==> src/rtl/n64_reset_scheduler_pkg.sv <==
// ----------------------------------------------------------------------------
// n64_reset_scheduler_pkg
// Shared types and constants for the N64 reset scheduler: FSM state encoding,
// counter widths, default timing constants and the counter-load helper.
// ----------------------------------------------------------------------------
package n64_reset_scheduler_pkg;

  // FSM states; the encoding is visible to the CPU through state_o.
  typedef enum logic [1:0] {
    ST_IDLE    = 2'b00,
    ST_ARMED   = 2'b01,
    ST_DRIVE   = 2'b10,
    ST_HOLDOFF = 2'b11
  } state_e;

  // One down-counter is shared by the frame timeout, the pulse and the holdoff,
  // so it is as wide as the widest of the three.
  localparam int unsigned CNT_W = 22;
  localparam int unsigned FRM_W = 4;

  // Default timing constants (4 MHz controller clock).
  localparam logic [15:0] DEF_IGR_COMBO       = 16'h0000;
  localparam logic [3:0]  DEF_HOLD_FRAMES     = 4'd4;
  localparam logic [19:0] DEF_FRAME_TO_CYCLES = 20'd80000;
  localparam logic [19:0] DEF_PULSE_CYCLES    = 20'hFFFFF;
  localparam logic [21:0] DEF_HOLDOFF_CYCLES  = 22'h3D0900;

  // A phase lasting N cycles loads N-1 and leaves when the counter reads 0.
  // A zero length is treated as one cycle rather than wrapping.
  function automatic logic [CNT_W-1:0] cnt_load(input logic [CNT_W-1:0] cycles);
    logic [CNT_W-1:0] val;
    if (cycles == 22'd0) begin
      val = 22'd0;
    end else begin
      val = cycles - 22'd1;
    end
    return val;
  endfunction

endpackage

==> src/rtl/n64_reset_scheduler_if.sv <==
// ----------------------------------------------------------------------------
// n64_reset_scheduler_if
// Groups the scheduler's request inputs and status outputs.
//   ctrl_data_i/ctrl_data_valid_i : sniffed controller word + new-word strobe
//   use_igr_i                     : IGR reset enable
//   cpu_rst_req_i / cpu_rst_ack_o : CPU reset request pulse / accept pulse
//   N64_nRST_i                    : sensed (asynchronous) reset line level
//   drv_rst_o                     : 1 = pull the N64 reset line low
//   rst_busy_o, state_o           : status for CPU readback
// master = the side producing requests, slave = the scheduler.
// ----------------------------------------------------------------------------
interface n64_reset_scheduler_if;
  logic [31:0] ctrl_data_i;
  logic        ctrl_data_valid_i;
  logic        use_igr_i;
  logic        cpu_rst_req_i;
  logic        N64_nRST_i;
  logic        drv_rst_o;
  logic        cpu_rst_ack_o;
  logic        rst_busy_o;
  logic [1:0]  state_o;

  modport master (
    output ctrl_data_i, ctrl_data_valid_i, use_igr_i, cpu_rst_req_i, N64_nRST_i,
    input  drv_rst_o, cpu_rst_ack_o, rst_busy_o, state_o
  );

  modport slave (
    input  ctrl_data_i, ctrl_data_valid_i, use_igr_i, cpu_rst_req_i, N64_nRST_i,
    output drv_rst_o, cpu_rst_ack_o, rst_busy_o, state_o
  );
endinterface

==> src/rtl/n64_reset_scheduler_sync.sv <==
// ----------------------------------------------------------------------------
// n64_reset_scheduler_sync
// Two-flop synchroniser with a reset preset value (used for the sensed nRST
// line, which idles high, so it presets to 1 and no false console reset is
// seen coming out of reset).
//   clk_i, rst_i : clock, asynchronous active-high reset
//   d_i          : asynchronous input
//   q_o          : synchronised output (2 cycles latency)
// ----------------------------------------------------------------------------
module n64_reset_scheduler_sync #(
  parameter int unsigned       WIDTH  = 1,
  parameter logic [WIDTH-1:0]  PRESET = {WIDTH{1'b1}}
) (
  input  logic             clk_i,
  input  logic             rst_i,
  input  logic [WIDTH-1:0] d_i,
  output logic [WIDTH-1:0] q_o
);

  logic [WIDTH-1:0] meta_q;
  logic [WIDTH-1:0] sync_q;

  // Two-stage synchroniser chain.
  always_ff @(posedge clk_i or posedge rst_i) begin
    if (rst_i) begin
      meta_q <= PRESET;
      sync_q <= PRESET;
    end else begin
      meta_q <= d_i;
      sync_q <= meta_q;
    end
  end

  assign q_o = sync_q;

endmodule

==> src/rtl/n64_reset_scheduler.sv <==
// ----------------------------------------------------------------------------
// n64_reset_scheduler
// Sole owner of the N64 reset line. Arbitrates the IGR button combo (qualified
// over HOLD_FRAMES consecutive matching frames) and CPU requests, drives a
// PULSE_CYCLES reset pulse, then holds off for HOLDOFF_CYCLES. A console reset
// seen on the sensed line also enters the holdoff.
//   CTRL_CLK : controller-domain clock
//   CTRL_RST : asynchronous active-high reset
//   bus      : request/status interface (slave side), all outputs registered
// ----------------------------------------------------------------------------
module n64_reset_scheduler
  import n64_reset_scheduler_pkg::*;
#(
  parameter logic [15:0] IGR_COMBO       = DEF_IGR_COMBO,
  parameter logic [3:0]  HOLD_FRAMES     = DEF_HOLD_FRAMES,
  parameter logic [19:0] FRAME_TO_CYCLES = DEF_FRAME_TO_CYCLES,
  parameter logic [19:0] PULSE_CYCLES    = DEF_PULSE_CYCLES,
  parameter logic [21:0] HOLDOFF_CYCLES  = DEF_HOLDOFF_CYCLES
) (
  input  logic                  CTRL_CLK,
  input  logic                  CTRL_RST,
  n64_reset_scheduler_if.slave  bus
);

  localparam logic [CNT_W-1:0] FRAME_TO_LOAD = cnt_load({2'b00, FRAME_TO_CYCLES});
  localparam logic [CNT_W-1:0] PULSE_LOAD    = cnt_load({2'b00, PULSE_CYCLES});
  localparam logic [CNT_W-1:0] HOLDOFF_LOAD  = cnt_load(HOLDOFF_CYCLES);

  state_e            state_q, state_d;
  logic [CNT_W-1:0]  cnt_q, cnt_d;
  logic [FRM_W-1:0]  frame_q, frame_d;
  logic              drv_q, drv_d;
  logic              ack_q, ack_d;
  logic              busy_q, busy_d;

  logic              nrst_sync_s;
  logic              match_s;
  logic [FRM_W-1:0]  frame_inc_s;
  logic [CNT_W-1:0]  cnt_dec_s;

  n64_reset_scheduler_sync #(
    .WIDTH  (1),
    .PRESET (1'b1)
  ) u_nrst_sync (
    .clk_i (CTRL_CLK),
    .rst_i (CTRL_RST),
    .d_i   (bus.N64_nRST_i),
    .q_o   (nrst_sync_s)
  );

  assign match_s     = bus.use_igr_i & bus.ctrl_data_valid_i &
                       (bus.ctrl_data_i[15:0] == IGR_COMBO);
  assign frame_inc_s = (frame_q == 4'hF) ? frame_q : (frame_q + 4'd1);
  assign cnt_dec_s   = (cnt_q == 22'd0) ? cnt_q : (cnt_q - 22'd1);

  // State, counters and registered outputs; async reset also drops the line drive.
  always_ff @(posedge CTRL_CLK or posedge CTRL_RST) begin
    if (CTRL_RST) begin
      state_q <= ST_IDLE;
      cnt_q   <= 22'd0;
      frame_q <= 4'd0;
      drv_q   <= 1'b0;
      ack_q   <= 1'b0;
      busy_q  <= 1'b0;
    end else begin
      state_q <= state_d;
      cnt_q   <= cnt_d;
      frame_q <= frame_d;
      drv_q   <= drv_d;
      ack_q   <= ack_d;
      busy_q  <= busy_d;
    end
  end

  // Next-state logic; outputs are derived from the next state so they register in step with it.
  always_comb begin
    state_d = state_q;
    cnt_d   = cnt_q;
    frame_d = frame_q;
    ack_d   = 1'b0;

    case (state_q)
      ST_IDLE: begin
        if (bus.cpu_rst_req_i) begin
          state_d = ST_DRIVE;
          cnt_d   = PULSE_LOAD;
          frame_d = 4'd0;
          ack_d   = 1'b1;
        end else if (match_s) begin
          if (HOLD_FRAMES <= 4'd1) begin
            state_d = ST_DRIVE;
            cnt_d   = PULSE_LOAD;
            frame_d = 4'd0;
          end else begin
            state_d = ST_ARMED;
            cnt_d   = FRAME_TO_LOAD;
            frame_d = 4'd1;
          end
        end else if (!nrst_sync_s) begin
          // Console-initiated reset: just stay out of its way.
          state_d = ST_HOLDOFF;
          cnt_d   = HOLDOFF_LOAD;
          frame_d = 4'd0;
        end else begin
          frame_d = 4'd0;
        end
      end

      ST_ARMED: begin
        if (bus.cpu_rst_req_i) begin
          // CPU request wins even when the combo completes in the same cycle.
          state_d = ST_DRIVE;
          cnt_d   = PULSE_LOAD;
          frame_d = 4'd0;
          ack_d   = 1'b1;
        end else if (!bus.use_igr_i) begin
          state_d = ST_IDLE;
          cnt_d   = 22'd0;
          frame_d = 4'd0;
        end else if (bus.ctrl_data_valid_i) begin
          if (match_s) begin
            if (frame_inc_s >= HOLD_FRAMES) begin
              state_d = ST_DRIVE;
              cnt_d   = PULSE_LOAD;
              frame_d = 4'd0;
            end else begin
              frame_d = frame_inc_s;
              cnt_d   = FRAME_TO_LOAD;
            end
          end else begin
            state_d = ST_IDLE;
            cnt_d   = 22'd0;
            frame_d = 4'd0;
          end
        end else if (cnt_q == 22'd0) begin
          // No new frame within the timeout: combo was released or sniffer stalled.
          state_d = ST_IDLE;
          frame_d = 4'd0;
        end else begin
          cnt_d = cnt_dec_s;
        end
      end

      ST_DRIVE: begin
        // Sensed line is ignored here: it only reflects our own drive.
        if (cnt_q == 22'd0) begin
          state_d = ST_HOLDOFF;
          cnt_d   = HOLDOFF_LOAD;
        end else begin
          cnt_d = cnt_dec_s;
        end
      end

      ST_HOLDOFF: begin
        if (!nrst_sync_s) begin
          // Line still held low (console button): restart the holdoff window.
          cnt_d = HOLDOFF_LOAD;
        end else if (cnt_q == 22'd0) begin
          state_d = ST_IDLE;
        end else begin
          cnt_d = cnt_dec_s;
        end
      end

      default: begin
        state_d = ST_IDLE;
        cnt_d   = 22'd0;
        frame_d = 4'd0;
      end
    endcase

    drv_d  = (state_d == ST_DRIVE);
    busy_d = (state_d == ST_DRIVE) || (state_d == ST_HOLDOFF);
  end

  assign bus.drv_rst_o     = drv_q;
  assign bus.cpu_rst_ack_o = ack_q;
  assign bus.rst_busy_o    = busy_q;
  assign bus.state_o       = state_q;

endmodule

==> src/flat_wrapper.sv <==
// flat-port wrapper written by rule: the top's interface ports become plain ports
module n64_reset_scheduler_flat import n64_reset_scheduler_pkg::*;
#(
  parameter logic [15:0] IGR_COMBO       = DEF_IGR_COMBO,
  parameter logic [3:0]  HOLD_FRAMES     = DEF_HOLD_FRAMES,
  parameter logic [19:0] FRAME_TO_CYCLES = DEF_FRAME_TO_CYCLES,
  parameter logic [19:0] PULSE_CYCLES    = DEF_PULSE_CYCLES,
  parameter logic [21:0] HOLDOFF_CYCLES  = DEF_HOLDOFF_CYCLES
)
  (CTRL_CLK, CTRL_RST, bus_ctrl_data_i, bus_ctrl_data_valid_i, bus_use_igr_i, bus_cpu_rst_req_i, bus_N64_nRST_i, bus_drv_rst_o, bus_cpu_rst_ack_o, bus_rst_busy_o, bus_state_o);
  n64_reset_scheduler_if bus_i ();
  input  logic CTRL_CLK;
  input  logic CTRL_RST;
  input wire logic [$bits(bus_i.ctrl_data_i)-1:0] bus_ctrl_data_i;
  input wire logic [$bits(bus_i.ctrl_data_valid_i)-1:0] bus_ctrl_data_valid_i;
  input wire logic [$bits(bus_i.use_igr_i)-1:0] bus_use_igr_i;
  input wire logic [$bits(bus_i.cpu_rst_req_i)-1:0] bus_cpu_rst_req_i;
  input wire logic [$bits(bus_i.N64_nRST_i)-1:0] bus_N64_nRST_i;
  output wire logic [$bits(bus_i.drv_rst_o)-1:0] bus_drv_rst_o;
  output wire logic [$bits(bus_i.cpu_rst_ack_o)-1:0] bus_cpu_rst_ack_o;
  output wire logic [$bits(bus_i.rst_busy_o)-1:0] bus_rst_busy_o;
  output wire logic [$bits(bus_i.state_o)-1:0] bus_state_o;
  assign bus_i.ctrl_data_i = bus_ctrl_data_i;
  assign bus_i.ctrl_data_valid_i = bus_ctrl_data_valid_i;
  assign bus_i.use_igr_i = bus_use_igr_i;
  assign bus_i.cpu_rst_req_i = bus_cpu_rst_req_i;
  assign bus_i.N64_nRST_i = bus_N64_nRST_i;
  assign bus_drv_rst_o = bus_i.drv_rst_o;
  assign bus_cpu_rst_ack_o = bus_i.cpu_rst_ack_o;
  assign bus_rst_busy_o = bus_i.rst_busy_o;
  assign bus_state_o = bus_i.state_o;
  n64_reset_scheduler #(.IGR_COMBO(IGR_COMBO), .HOLD_FRAMES(HOLD_FRAMES), .FRAME_TO_CYCLES(FRAME_TO_CYCLES), .PULSE_CYCLES(PULSE_CYCLES), .HOLDOFF_CYCLES(HOLDOFF_CYCLES)) u_core (.CTRL_CLK(CTRL_CLK), .CTRL_RST(CTRL_RST), .bus(bus_i));
endmodule
==> config.mk <==
export PLATFORM = sky130hd
export DESIGN_NAME = n64_reset_scheduler_flat
export DESIGN_NICKNAME = d
export VERILOG_FILES = /design/src/rtl/n64_reset_scheduler_pkg.sv /design/src/rtl/n64_reset_scheduler_if.sv /design/src/rtl/n64_reset_scheduler_sync.sv /design/src/rtl/n64_reset_scheduler.sv /design/src/flat_wrapper.sv
export SDC_FILE = /design/constraint.sdc
export NUM_CORES = 1
export LEC_CHECK = 0
export CAP_MARGIN = 10
export CORE_MARGIN = 2
export CORE_UTILIZATION = 35
export DETAILED_ROUTE_END_ITERATION = 10
export GPL_ROUTABILITY_DRIVEN = 0
export SLEW_MARGIN = 10
export SYNTH_ARGS = -nofsm -noshare
export SYNTH_HDL_FRONTEND = slang
export SYNTH_SLANG_ARGS = --single-unit
==> constraint.sdc <==
create_clock -name CTRL_CLK -period 6 [get_ports CTRL_CLK]
set_clock_uncertainty 0.2 [all_clocks]
set_input_delay 1.5 -clock CTRL_CLK [delete_from_list [all_inputs] [get_ports CTRL_CLK]]
set_output_delay 1.5 -clock CTRL_CLK [all_outputs]
set_load 0.05 [all_outputs]
==> key figures, run 1 <==
Critical path
  – Launching point of the worst reg2reg path: u_core.cnt_q[0]
  – Path length in cells of the critical path: 8
  – Number of buffer and inverter stages on the critical path: 2
  – Class of the most critical setup path: primary input to flip-flop
  – Critical Path Start Type: primary input
  – Cell repeated most along the worst path: sky130_fd_sc_hd__o21ai_0
  – Critical Path AT: 4.36 ns
  – Slowest cell on crit path: sky130_fd_sc_hd__clkdlybuf4s50_1
  – Crit. End Element: flip-flop
  – Longest individual stage delay on the worst path: 0.84 ns
  – Cell Chain, Critical Path: clkdlybuf4s50_1, nor4bb_1, nand3_1, o211ai_1, buf_4, o21ai_0, a22oi_1, o21ai_0
  – Worst setup path start: bus_ctrl_data_valid_i
  – Critical Path RT: 5.96 ns
  – R2R depth: 11
  – Top cell family by delay on the critical path: buffers and inverters
  – Largest fanout of any net on the critical path: 14

Global route
  – Global-route wire length before repair: 12830 um
  – Total GRT Usage: 20.93%
  – GR Overflow Total: 0
  – Pin count of the biggest net entering global routing: 34
  – Vias in the first global route: 2523
  – Antenna violations before repair: 0

Power
  – Total power per unit cell area: 202.6 nW/um2
  – Final Power: 0.6068 mW
  – Worst-case vdd ir drop: 0.1208 mV
  – Static Leakage: 1.075 nW

Synth
  – Portion of the post-synthesis area used by sequential elements: 32.25%
  – Mean instance size in the synthesized netlist: 8.155 um2
  – Primary flip-flop cell chosen by synthesis mapping: sky130_fd_sc_hd__dfrtp_1
  – Library cells used by synthesis: 66
  – Syn Inst Count: 315
  – Area fraction of the dominant cell type after synthesis: 30.20%
  – Largest area contributor in the netlist: sky130_fd_sc_hd__dfrtp_1
  – Share of flip-flops with an asynchronous set or reset: 100.0%
  – Yosys warning total: 0
  – Top cells by area in the synthesized netlist: sky130_fd_sc_hd__dfrtp_1 30%, sky130_fd_sc_hd__nor2_1 4.5%, sky130_fd_sc_hd__a21oi_1 4.3%, sky130_fd_sc_hd__o21ai_0 4.3%, sky130_fd_sc_hd__nand2_1 3.4%
  – Netlist Area Pre-Place: 2569 um2
  – Count of flip-flops with a built-in enable after synthesis: 0
  – Yosys reg bits: 33
  – Nets in the synthesized netlist: 357

STA
  – Setup Total Neg Slack: 0 ns
  – Fmax: 227.4 MHz
  – Least-Margin Pin Slew: 0.9214 ns
  – Slew Viols, Final: 0
  – RSZ-0062 raised after global routing: no
  – Min Clock Period, post-route: 4.398 ns
  – Number of hold-slack violations in the final timing report: 0
  – Remaining max-slew budget at the tightest pin: 38.57%
  – Total setup violations reported at the end of the flow: 0
  – Post-route clock period utilization: 73.30%

Clocking
  – Clk buf depth: 2
  – Clock slew at reported path FFs: 0.07 ns
  – Resized cells post-CTS: 0
  – Hold Buf Count CTS: 0
  – CTS tree: built
  – Source-to-sink clock delay at the later pin of the worst-skew pair: 0.29 ns
  – Number of clock buffers inserted by TritonCTS: 5
  – Root buf cell: sky130_fd_sc_hd__clkbuf_8
  – Setup bufs post-CTS: 0
  – Number of clock sinks seen by CTS: 33
  – Maximum level of the CTS H-tree: 2

Detailed routing
  – Detailed-router iteration count before antenna repair: 5
  – Highest metal used: met4
  – Met2 routed WL: 3759 um
  – Detailed route wirelength on metal3: 440 um
  – DRC viols: 0
  – Residual antenna-violating net count after detailed routing: 0
  – Post-DR vias/cell: 6.032
  – Routed vias: 2624
  – Post-detailed-route wirelength per cell: 17.97 um
  – Length of routed wiring on met1: 3402 um
  – Violation count after the first detailed-routing iteration: 171
  – Final wirelength: 7816 um

Final layout
  – Area of all placed cells without fillers: 2995 um2
  – Count of antenna diodes in the layout: 0
  – Layout Area Growth over Synthesis: 16.61%
  – Share of post-route cells with drive strength above 1: 8.036%
  – Fin nets: 377

Worst hold path
  – Hold Path Depth: 0
  – Min-delay worst type: flip-flop to flip-flop
  – Hold Startpoint: u_core.u_nrst_sync.meta_q

Die
  – Horizontal die dimension: 89.67 um
  – Chip Height: 89.67 um
  – Initial standard-cell utilization of the core: 35.80%
  – I/O pin count: 43
  – Core region area: 7176 um2
  – Area of the die: 8041 um2
  – Cell row count: 31

Placed design
  – Number of buffers added on ports: 26
  – Instance area after placement: 2905 um2
  – Placed wire-length estimate after detailed placement: 5694 um

Flow run
  – Total of max-cap violations: 0

Run status
  – Outcome: finished, final reports clean
layer usage:
layer / GRT usage, % / up-vias
met2: 33.69 / 116
met1: 28.03 / 1250
li1: - / 1240
met4: 7.191 / 0
met5: 0 / -
met3: 4.205 / 18
area by class of cell:
| cell class | count | area [um2] |
|---|---|---|
| Fill cell | 736 | 4180 |
| Multi-Input combinational cell | 253 | 1622 |
| Sequential cell | 33 | 828.3 |
| Timing Repair Buffer | 29 | 282.8 |
| Tap cell | 99 | 123.9 |
| Clock buffer | 8 | 90.09 |
| Inverter | 13 | 48.80 |
Yosys cell counts, types with 2 or more instances:
library cell,number
sky130_fd_sc_hd__o21ai_0,22
sky130_fd_sc_hd__a21boi_0,4
sky130_fd_sc_hd__buf_1,2
sky130_fd_sc_hd__o22ai_1,3
sky130_fd_sc_hd__nor4_1,9
sky130_fd_sc_hd__a31oi_1,4
sky130_fd_sc_hd__nand4b_1,2
sky130_fd_sc_hd__nand4_1,7
sky130_fd_sc_hd__and3_1,2
sky130_fd_sc_hd__o21ai_1,2
sky130_fd_sc_hd__a21oi_1,22
sky130_fd_sc_hd__a22o_1,2
sky130_fd_sc_hd__xor2_1,4
sky130_fd_sc_hd__buf_2,2
sky130_fd_sc_hd__o31ai_1,7
sky130_fd_sc_hd__nor4b_1,2
sky130_fd_sc_hd__or4_1,4
sky130_fd_sc_hd__dfrtp_1,31
sky130_fd_sc_hd__xnor2_1,5
sky130_fd_sc_hd__o311ai_4,2
sky130_fd_sc_hd__or2_2,2
sky130_fd_sc_hd__nor2_1,31
sky130_fd_sc_hd__nand2_1,23
sky130_fd_sc_hd__dfstp_2,2
sky130_fd_sc_hd__or3_1,4
sky130_fd_sc_hd__inv_1,12
sky130_fd_sc_hd__a21o_1,4
sky130_fd_sc_hd__clkbuf_1,11
sky130_fd_sc_hd__nor3_1,9
sky130_fd_sc_hd__o221a_2,2
sky130_fd_sc_hd__nand2b_1,2
sky130_fd_sc_hd__a22oi_1,3
sky130_fd_sc_hd__o21a_1,5
sky130_fd_sc_hd__o211ai_1,8
sky130_fd_sc_hd__ha_1,4
sky130_fd_sc_hd__and2_1,2
sky130_fd_sc_hd__o31a_1,5
sky130_fd_sc_hd__nor2b_1,3
sky130_fd_sc_hd__a211oi_1,3
sky130_fd_sc_hd__nand3_1,14
sky130_fd_sc_hd__a2bb2oi_1,3
kinds of logic (layout without fill, tap and decap cells):
logic type / count (synthesis) / count (layout) / synth area share [%]
simple gates: 127 / 127 / 26.74
compound gates: 111 / 111 / 30.54
flops: 33 / 33 / 32.25
buf+inv: 29 / 50 / 4.627
xor+xnor: 9 / 9 / 3.068
fa+ha+maj: 4 / 4 / 1.948
mux: 2 / 2 / 0.8280
flip-flops by register name, summed over array words and instances, names as in the netlist:
name / flops
u_core.frame_q: 4
u_core.cnt_q: 22
u_core.u_nrst_sync.meta_q: 1
u_core.bus.drv_rst_o: 1
u_core.bus.cpu_rst_ack_o: 1
u_core.u_nrst_sync.q_o: 1
u_core.bus.rst_busy_o: 1
u_core.bus.state_o: 2
placed cells by master (no fill, tap or decap), types with 5 or more instances in the layout:
cell / count
sky130_fd_sc_hd__nand3_1: 14
sky130_fd_sc_hd__nand4_1: 7
sky130_fd_sc_hd__inv_1: 12
sky130_fd_sc_hd__xnor2_1: 5
sky130_fd_sc_hd__dfrtp_1: 31
sky130_fd_sc_hd__o31a_1: 5
sky130_fd_sc_hd__nor4_1: 9
sky130_fd_sc_hd__a21oi_1: 22
sky130_fd_sc_hd__o31ai_1: 7
sky130_fd_sc_hd__nor2_1: 31
sky130_fd_sc_hd__clkdlybuf4s50_1: 26
sky130_fd_sc_hd__nor3_1: 9
sky130_fd_sc_hd__o21a_1: 5
sky130_fd_sc_hd__o211ai_1: 8
sky130_fd_sc_hd__o21ai_0: 22
sky130_fd_sc_hd__nand2_1: 23
sky130_fd_sc_hd__clkbuf_8: 6
power by group:
group          switching [mW]  leakage [nW]  internal (mW)
logic                  0.0710         0.654         0.0696
clock network          0.0857        0.0455         0.0937
registers              0.0427         0.375          0.244
through the flow:
stage / cells / utilization [%] / hold WS (ns) / worst slack [ns]
finish: 435 / 41.74 / 0.1590 / 1.602
global route: 435 / 41.74 / 0.1695 / 1.429
CTS: 435 / 41.74 / 0.1605 / 1.693
detailed placement: 427 / 40.49 / 0.1510 / 1.399
global placement: 427 / 40.49 / 0.1463 / 1.415
floorplan: 315 / - / 0.1452 / 2.497
worst paths after layout:
kind,endpoint,slack (ns)
min,u_core.u_nrst_sync.q_o,0.16
min reg2reg,u_core.u_nrst_sync.q_o,0.16
max in group asynchronous,u_core.u_nrst_sync.meta_q,3.86
min in group asynchronous,u_core.bus.rst_busy_o,1.41
max reg2reg,u_core.cnt_q[0],2.54
max,u_core.cnt_q[9],1.60
Note: power is estimated with default switching activity, not from simulation.
==> run 2: changes to the inputs <==
==> constraint.sdc (replaced) <==
create_clock -name CTRL_CLK -period 4.33 [get_ports CTRL_CLK]
set_clock_uncertainty 0.2 [all_clocks]
set_input_delay 1.0825 -clock CTRL_CLK [delete_from_list [all_inputs] [get_ports CTRL_CLK]]
set_output_delay 1.0825 -clock CTRL_CLK [all_outputs]
set_load 0.05 [all_outputs]
==> run 2 against run 1 <==
Final cell count up 1.1%. Cell area up 1.4%. Die area unchanged. Largest cell class unchanged. Largest power group unchanged.
==> key figures, run 2 (synthesis results as in run 1) <==
STA
  – Post-route clock period utilization: 79.90%
  – RSZ-0062 raised after global routing: no (unchanged)
  – Number of hold-slack violations in the final timing report: 0 (unchanged)
  – Fmax: 289.0 MHz
  – Total setup violations reported at the end of the flow: 0 (unchanged)
  – Setup Total Neg Slack: 0 ns (unchanged)
  – Least-Margin Pin Slew: 0.7948 ns (was 0.9214 ns)
  – Min Clock Period, post-route: 3.460 ns
  – Setup slack of the critical path after layout: 0.8702 ns (was 1.602 ns)
  – Remaining max-slew budget at the tightest pin: 47.01% (was 38.57%)
  – Slew Viols, Final: 0 (unchanged)

Clocking
  – Number of clock sinks seen by CTS: 33 (unchanged)
  – Clock slew at reported path FFs: 0.06 ns (was 0.07 ns)
  – Setup bufs post-CTS: 0 (unchanged)
  – Number of clock buffers inserted by TritonCTS: 5 (unchanged)
  – Hold Buf Count CTS: 0 (unchanged)
  – CTS tree: built (unchanged)
  – Maximum level of the CTS H-tree: 2 (unchanged)
  – Resized cells post-CTS: 0 (unchanged)
  – Source-to-sink clock delay at the later pin of the worst-skew pair: 0.29 ns (about the same)
  – Clk buf depth: 2 (unchanged)
  – Root buf cell: sky130_fd_sc_hd__clkbuf_8 (unchanged)

Final layout
  – Fin nets: 383 (was 377)
  – Final instance count without filler cells: 440 (was 435)
  – Register containing the most flip-flops in the final layout: u_core.cnt_q (unchanged)
  – Share of post-route cells with drive strength above 1: 9.677% (was 8.036%)
  – Commonest cells after routing, fill and taps aside: 31 x sky130_fd_sc_hd__nor2_1, 31 x sky130_fd_sc_hd__dfrtp_1, 26 x sky130_fd_sc_hd__clkdlybuf4s50_1 (unchanged)
  – Total of fill cells in the finished design: 717 (was 736)
  – Layout Area Growth over Synthesis: 18.22% (was 16.61%)
  – Number of flip-flops in the largest register: 22 (unchanged)
  – Count of antenna diodes in the layout: 0 (unchanged)

Global route
  – Pin count of the biggest net entering global routing: 34 (unchanged)
  – GR Overflow Total: 0 (unchanged)
  – Vias in the first global route: 2493 (was 2523)
  – Total GRT Usage: 20.76% (was 20.93%)
  – Global-route wire length before repair: 12810 um (was 12830 um)
  – Antenna violations before repair: 0 (unchanged)

Detailed routing
  – Post-DR vias/cell: 6.055 (was 6.032)
  – Final wirelength: 7886 um (was 7816 um)
  – DRC viols: 0 (unchanged)
  – Residual antenna-violating net count after detailed routing: 0 (unchanged)
  – Post-detailed-route wirelength per cell: 17.92 um (was 17.97 um)
  – Detailed-router iteration count before antenna repair: 4 (was 5)
  – Routed vias: 2664 (was 2624)
  – Violation count after the first detailed-routing iteration: 267 (was 171)

Placed design
  – Placed wire-length estimate after detailed placement: 5765 um (was 5694 um)
  – Number of buffers added on ports: 26 (unchanged)
  – Setup slack at placement: 0.6015 ns (was 1.399 ns)
  – Placed instance count: 433 (was 427)

Power
  – Worst-case vdd ir drop: 0.1428 mV (was 0.1208 mV)
  – Proportion of power drawn by flip-flops and latches: 47.4% (was 47.3%)
  – Combinational power share: 23.6% (was 23.2%)
  – Static Leakage: 1.103 nW (was 1.075 nW)
  – Power dissipated by switching net loads: 0.2698 mW (was 0.1994 mW)
  – Internal power: 0.5631 mW (was 0.4074 mW)
  – Clock share of power: 29.0% (was 29.6%)
  – Total power per unit cell area: 274.3 nW/um2 (was 202.6 nW/um2)
  – Switching part of the total power: 32.39% (was 32.86%)

Critical path
  – Top cell family by delay on the critical path: simple AND/OR/NAND/NOR gates (was buffers and inverters)
  – Cell Chain, Critical Path: clkdlybuf4s50_1, nor4_1, nand2_1, or2_2, o311ai_0, o31a_1, nor2b_1 (was clkdlybuf4s50_1, nor4bb_1, nand3_1, o211ai_1, buf_4, o21ai_0, a22oi_1, o21ai_0)
  – Path length in cells of the critical path: 7 (was 8)
  – Critical Path AT: 3.47 ns (was 4.36 ns)
  – Slowest cell on crit path: sky130_fd_sc_hd__o311ai_0 (was sky130_fd_sc_hd__clkdlybuf4s50_1)
  – Critical Path Start Type: primary input (unchanged)
  – Crit. End Element: flip-flop (unchanged)
  – Critical Path RT: 4.34 ns (was 5.96 ns)
  – R2R depth: 8 (was 11)
  – Class of the most critical setup path: primary input to flip-flop (unchanged)
  – Longest individual stage delay on the worst path: 0.58 ns (was 0.84 ns)
  – Number of buffer and inverter stages on the critical path: 1 (was 2)
  – Largest fanout of any net on the critical path: 10 (was 14)

Die
  – Cell row count: 31 (unchanged)
  – Initial standard-cell utilization of the core: 35.80% (unchanged)
  – Chip Height: 89.67 um (unchanged)
  – Core region area: 7176 um2 (unchanged)
  – Area of the die: 8041 um2 (unchanged)
  – Horizontal die dimension: 89.67 um (unchanged)
  – I/O pin count: 43 (unchanged)

Worst hold path
  – Hold Path Depth: 0 (unchanged)
  – Min-delay worst type: flip-flop to flip-flop (unchanged)

Flow run
  – Total of max-cap violations: 0 (unchanged)

Run status
  – Outcome: finished, final reports clean (unchanged)
[run 2: worst register-to-register path, cell delays in order, from the launching register on]
cell and delay (ns):
sky130_fd_sc_hd__dfrtp_1 0.44, sky130_fd_sc_hd__inv_1 0.14, sky130_fd_sc_hd__ha_1 0.18, sky130_fd_sc_hd__or4b_1 0.46, sky130_fd_sc_hd__or3_4 0.41, sky130_fd_sc_hd__o21ai_1 0.54
sky130_fd_sc_hd__nand2_1 0.29, sky130_fd_sc_hd__o211ai_1 0.17, sky130_fd_sc_hd__nand4_1 0.12
[run 2: stage by stage]
step / cell area [um2] / utilization, % / power, mW / hold WS (ns)
6_report: 3037 / 42.32 / 0.8328 / 0.1558
5_1_grt: 3037 / 42.32 / 0.8837 / 0.1615
4_1_cts: 3037 / 42.32 / 0.8414 / 0.1570
3_5_place_dp: 2950 / 41.12 / 0.5949 / 0.1472
3_3_place_gp: 2950 / 41.12 / 0.5914 / 0.1461
2_1_floorplan: 2569 / - / 0.5293 / 0.1452
[run 2: area by class of cell]
type	count	area [um2]	share of cell area (%)
Multi-Input combinational cell	253	1622	53.40
Inverter	13	48.80	1.607
Timing Repair Buffer	35	327.8	10.80
Sequential cell	33	828.3	27.28
Tap cell	99	123.9	4.079
Clock buffer	7	86.33	2.843
[run 2: power by group through the flow]
| stage | Combinational (mW) | Sequential [mW] | Clock [mW] |
|---|---|---|---|
| after global routing | 0.221 | 0.400 | 0.262 |
| after global placement | 0.193 | 0.398 | 0 |
| after CTS | 0.197 | 0.393 | 0.251 |
| after floorplan | 0.156 | 0.373 | 0 |
| after detailed placement | 0.196 | 0.399 | 0 |
| final | 0.197 | 0.395 | 0.242 |
[run 2: worst paths after layout]
path	slack (ns)	endpoint	start
setup / recovery	0.87	u_core.bus.drv_rst_o	bus_ctrl_data_i[10]
hold / removal	0.16	u_core.u_nrst_sync.q_o	u_core.u_nrst_sync.meta_q
setup reg to reg	1.27	u_core.cnt_q[16]	u_core.cnt_q[0]
hold reg to reg	0.16	u_core.u_nrst_sync.q_o	u_core.u_nrst_sync.meta_q
max in group asynchronous	2.58	u_core.u_nrst_sync.q_o	CTRL_RST
min in group asynchronous	1.00	u_core.cnt_q[13]	CTRL_RST
[run 2: metal layers]
metal / wire (um) / up-vias / GRT usage, % / part of all wire (%)
met5: 0 / - / 0 / 0
li1: - / 1251 / - / -
met4: 179 / 0 / 7.598 / 2.3
met1: 3527 / 1315 / 28.39 / 45
met3: 412 / 15 / 3.108 / 5.2
met2: 3767 / 83 / 33.29 / 48
==> run 3: changes to the inputs <==
==> constraint.sdc (replaced) <==
create_clock -name CTRL_CLK -period 2.92 [get_ports CTRL_CLK]
set_clock_uncertainty 0.2 [all_clocks]
set_input_delay 0.73 -clock CTRL_CLK [delete_from_list [all_inputs] [get_ports CTRL_CLK]]
set_output_delay 0.73 -clock CTRL_CLK [all_outputs]
set_load 0.05 [all_outputs]
==> run 3 against run 2 <==
Clock-buffer cell count up 1. Hold slack about the same. Utilization up 4.4 points. Highest routed layer unchanged.
==> key figures, run 3 (synthesis results as in run 1) <==
Global route
  – Antenna violations before repair: 0 (unchanged)
  – Total GRT Usage: 22.56% (was 20.76%)
  – Global-route wire length before repair: 13840 um (was 12810 um)
  – GR Overflow Total: 0 (unchanged)
  – Pin count of the biggest net entering global routing: 34 (unchanged)
  – Vias in the first global route: 2669 (was 2493)

Critical path
  – Top cell family by delay on the critical path: simple AND/OR/NAND/NOR gates (unchanged)
  – Path length in cells of the critical path: 9 (was 7)
  – Cell Chain, Critical Path: inv_1, ha_2, or4b_1, or3_4, o311ai_4, o311ai_4, buf_4, buf_4, a22o_2 (was clkdlybuf4s50_1, nor4_1, nand2_1, or2_2, o311ai_0, o31a_1, nor2b_1)
  – Class of the most critical setup path: flip-flop to flip-flop (was primary input to flip-flop)
  – R2R depth: 9 (was 8)
  – Slowest cell on crit path: sky130_fd_sc_hd__or4b_1 (was sky130_fd_sc_hd__o311ai_0)
  – Number of buffer and inverter stages on the critical path: 3 (was 1)
  – Largest fanout of any net on the critical path: 5 (was 10)
  – Crit. End Element: flip-flop (unchanged)
  – Critical Path AT: 2.83 ns (was 3.47 ns)
  – Critical Path Start Type: flip-flop (was primary input)
  – Longest individual stage delay on the worst path: 0.46 ns (was 0.58 ns)
  – Critical Path RT: 2.91 ns (was 4.34 ns)

Final layout
  – Layout Area Growth over Synthesis: 30.64% (was 18.22%)
  – Fin nets: 420 (was 383)
  – Final instance count without filler cells: 478 (was 440)
  – Area of all placed cells without fillers: 3356 um2 (was 3037 um2)
  – Post-Route Utilization: 46.77% (was 42.32%)
  – Number of flip-flops in the largest register: 22 (unchanged)
  – Leading cell type in the layout, fill and taps excluded: sky130_fd_sc_hd__buf_4
  – Commonest cells after routing, fill and taps aside: 46 x sky130_fd_sc_hd__buf_4, 31 x sky130_fd_sc_hd__nor2_1, 31 x sky130_fd_sc_hd__dfrtp_1 (was 31 x sky130_fd_sc_hd__nor2_1, 31 x sky130_fd_sc_hd__dfrtp_1, 26 x sky130_fd_sc_hd__clkdlybuf4s50_1)
  – Count of antenna diodes in the layout: 0 (unchanged)
  – Total of fill cells in the finished design: 708 (was 717)
  – Share of post-route cells with drive strength above 1: 19.53% (was 9.677%)
  – Register containing the most flip-flops in the final layout: u_core.cnt_q (unchanged)

Detailed routing
  – Detailed route wirelength on metal3: 372 um (was 412 um)
  – Routed vias: 2797 (was 2664)
  – Highest metal used: met4 (unchanged)
  – Post-DR vias/cell: 5.851 (was 6.055)
  – Violation count after the first detailed-routing iteration: 232 (was 267)
  – DRC viols: 0 (unchanged)
  – Final wirelength: 8413 um (was 7886 um)
  – Post-detailed-route wirelength per cell: 17.60 um (was 17.92 um)
  – Length of routed wiring on met1: 3928 um (was 3527 um)
  – Detailed-router iteration count before antenna repair: 5 (was 4)
  – Residual antenna-violating net count after detailed routing: 0 (unchanged)
  – Met2 routed WL: 3957 um (was 3767 um)

Die
  – Core region area: 7176 um2 (unchanged)
  – Horizontal die dimension: 89.67 um (unchanged)
  – Cell row count: 31 (unchanged)
  – Area of the die: 8041 um2 (unchanged)
  – I/O pin count: 43 (unchanged)
  – Chip Height: 89.67 um (unchanged)
  – Initial standard-cell utilization of the core: 35.80% (unchanged)

Power
  – Power dissipated by switching net loads: 0.4208 mW (was 0.2698 mW)
  – Clock share of power: 29.0% (about the same)
  – Total power per unit cell area: 385.7 nW/um2 (was 274.3 nW/um2)
  – Switching part of the total power: 32.51% (was 32.39%)
  – Combinational power share: 27.6% (was 23.6%)
  – Final Power: 1.294 mW (was 0.8328 mW)
  – Internal power: 0.8736 mW (was 0.5631 mW)
  – Worst-case vdd ir drop: 0.2539 mV (was 0.1428 mV)
  – Static Leakage: 1.298 nW (was 1.103 nW)
  – Proportion of power drawn by flip-flops and latches: 43.4% (was 47.4%)

STA
  – Post-route clock period utilization: 97.09%
  – Fmax: 352.7 MHz
  – Total setup violations reported at the end of the flow: 0 (unchanged)
  – WHS: 0.1557 ns (was 0.1558 ns)
  – Slew Viols, Final: 0 (unchanged)
  – Min Clock Period, post-route: 2.835 ns
  – Least-Margin Pin Slew: 0.6169 ns (was 0.7948 ns)
  – Remaining max-slew budget at the tightest pin: 58.49% (was 47.01%)
  – Number of hold-slack violations in the final timing report: 0 (unchanged)

Run status
  – Outcome: finished, final reports clean (unchanged)

Flow run
  – Total of max-cap violations: 0 (unchanged)

Clocking
  – Source-to-sink clock delay at the later pin of the worst-skew pair: 0.30 ns (was 0.29 ns)
  – Number of clock buffers inserted by TritonCTS: 5 (unchanged)
  – CTS tree: built (unchanged)
  – Clk buf depth: 2 (unchanged)
  – Maximum level of the CTS H-tree: 2 (unchanged)
  – Root buf cell: sky130_fd_sc_hd__clkbuf_8 (unchanged)
  – Clock slew at reported path FFs: 0.07 ns (was 0.06 ns)
  – Number of clock sinks seen by CTS: 33 (unchanged)

Placed design
  – Number of buffers added on ports: 26 (unchanged)
  – Placed instance count: 468 (was 433)
  – Instance area after placement: 3233 um2 (was 2950 um2)
  – Placed wire-length estimate after detailed placement: 6152 um (was 5765 um)

Worst hold path
  – Min-delay worst type: flip-flop to flip-flop (unchanged)
  – Hold Path Depth: 0 (unchanged)
==> run 3: cell type report <==
class                           count  area (um2)  area share [%]
Sequential cell                    33       828.3           24.68
Tap cell                           99       123.9           3.691
Clock buffer                        8       90.09           2.685
Inverter                           13       48.80           1.454
Multi-Input combinational cell    253        1639           48.84
Timing Repair Buffer               72       625.6           18.64
==> run 3: stage by stage <==
step / TNS (ns) / worst slack (ns)
2_1_floorplan: 0 / 0.07132
3_3_place_gp: -3.775 / -0.3041
5_1_grt: -0.01238 / -0.01238
3_5_place_dp: -4.764 / -0.3174
6_report: 0 / 0.08502
4_1_cts: 0 / 0.03514
==> run 3: worst register-to-register path: stages (launching register included) <==
cell                       delay [ns]
sky130_fd_sc_hd__dfrtp_1         0.37
sky130_fd_sc_hd__inv_1           0.10
sky130_fd_sc_hd__ha_2            0.20
sky130_fd_sc_hd__or4b_1          0.46
sky130_fd_sc_hd__or3_4           0.44
sky130_fd_sc_hd__o311ai_4        0.30
sky130_fd_sc_hd__o311ai_4        0.15
sky130_fd_sc_hd__buf_4           0.18
sky130_fd_sc_hd__buf_4           0.13
sky130_fd_sc_hd__a22o_2          0.20
==> run 3: power groups by stage <==
stage          clock network, mW  logic (mW)  registers [mW]
2_1_floorplan                  0       0.231           0.554
3_3_place_gp                   0       0.344           0.567
3_5_place_dp                   0       0.349           0.569
4_1_cts                    0.385       0.352           0.559
5_1_grt                    0.403       0.402           0.570
6_report                   0.375       0.358           0.561
==> run 3: per-layer routing <==
| layer | track usage (%) | vias up |
|---|---|---|
| li1 | - | 1327 |
| met1 | 31.32 | 1361 |
| met2 | 36.56 | 90 |
| met3 | 3.108 | 19 |
| met4 | 6.649 | 0 |
| met5 | 0 | - |
==> run 3: final timing paths <==
| check | start | to | slack (ns) |
|---|---|---|---|
| min reg2reg | u_core.u_nrst_sync.meta_q | u_core.u_nrst_sync.q_o | 0.16 |
| min in group asynchronous | CTRL_RST | u_core.bus.state_o[0] | 0.63 |
| min | u_core.u_nrst_sync.meta_q | u_core.u_nrst_sync.q_o | 0.16 |
| max | u_core.cnt_q[0] | u_core.cnt_q[10] | 0.09 |
| max in group asynchronous | CTRL_RST | u_core.u_nrst_sync.q_o | 1.55 |
| max reg2reg | u_core.cnt_q[0] | u_core.cnt_q[10] | 0.09 |
==> run 3: timing repair <==
item,CTS,global route
resized for setup,1,5
setup endpoints to repair,2,19
hold buffers,0,0
pin swaps,0,3
setup buffers,0,2
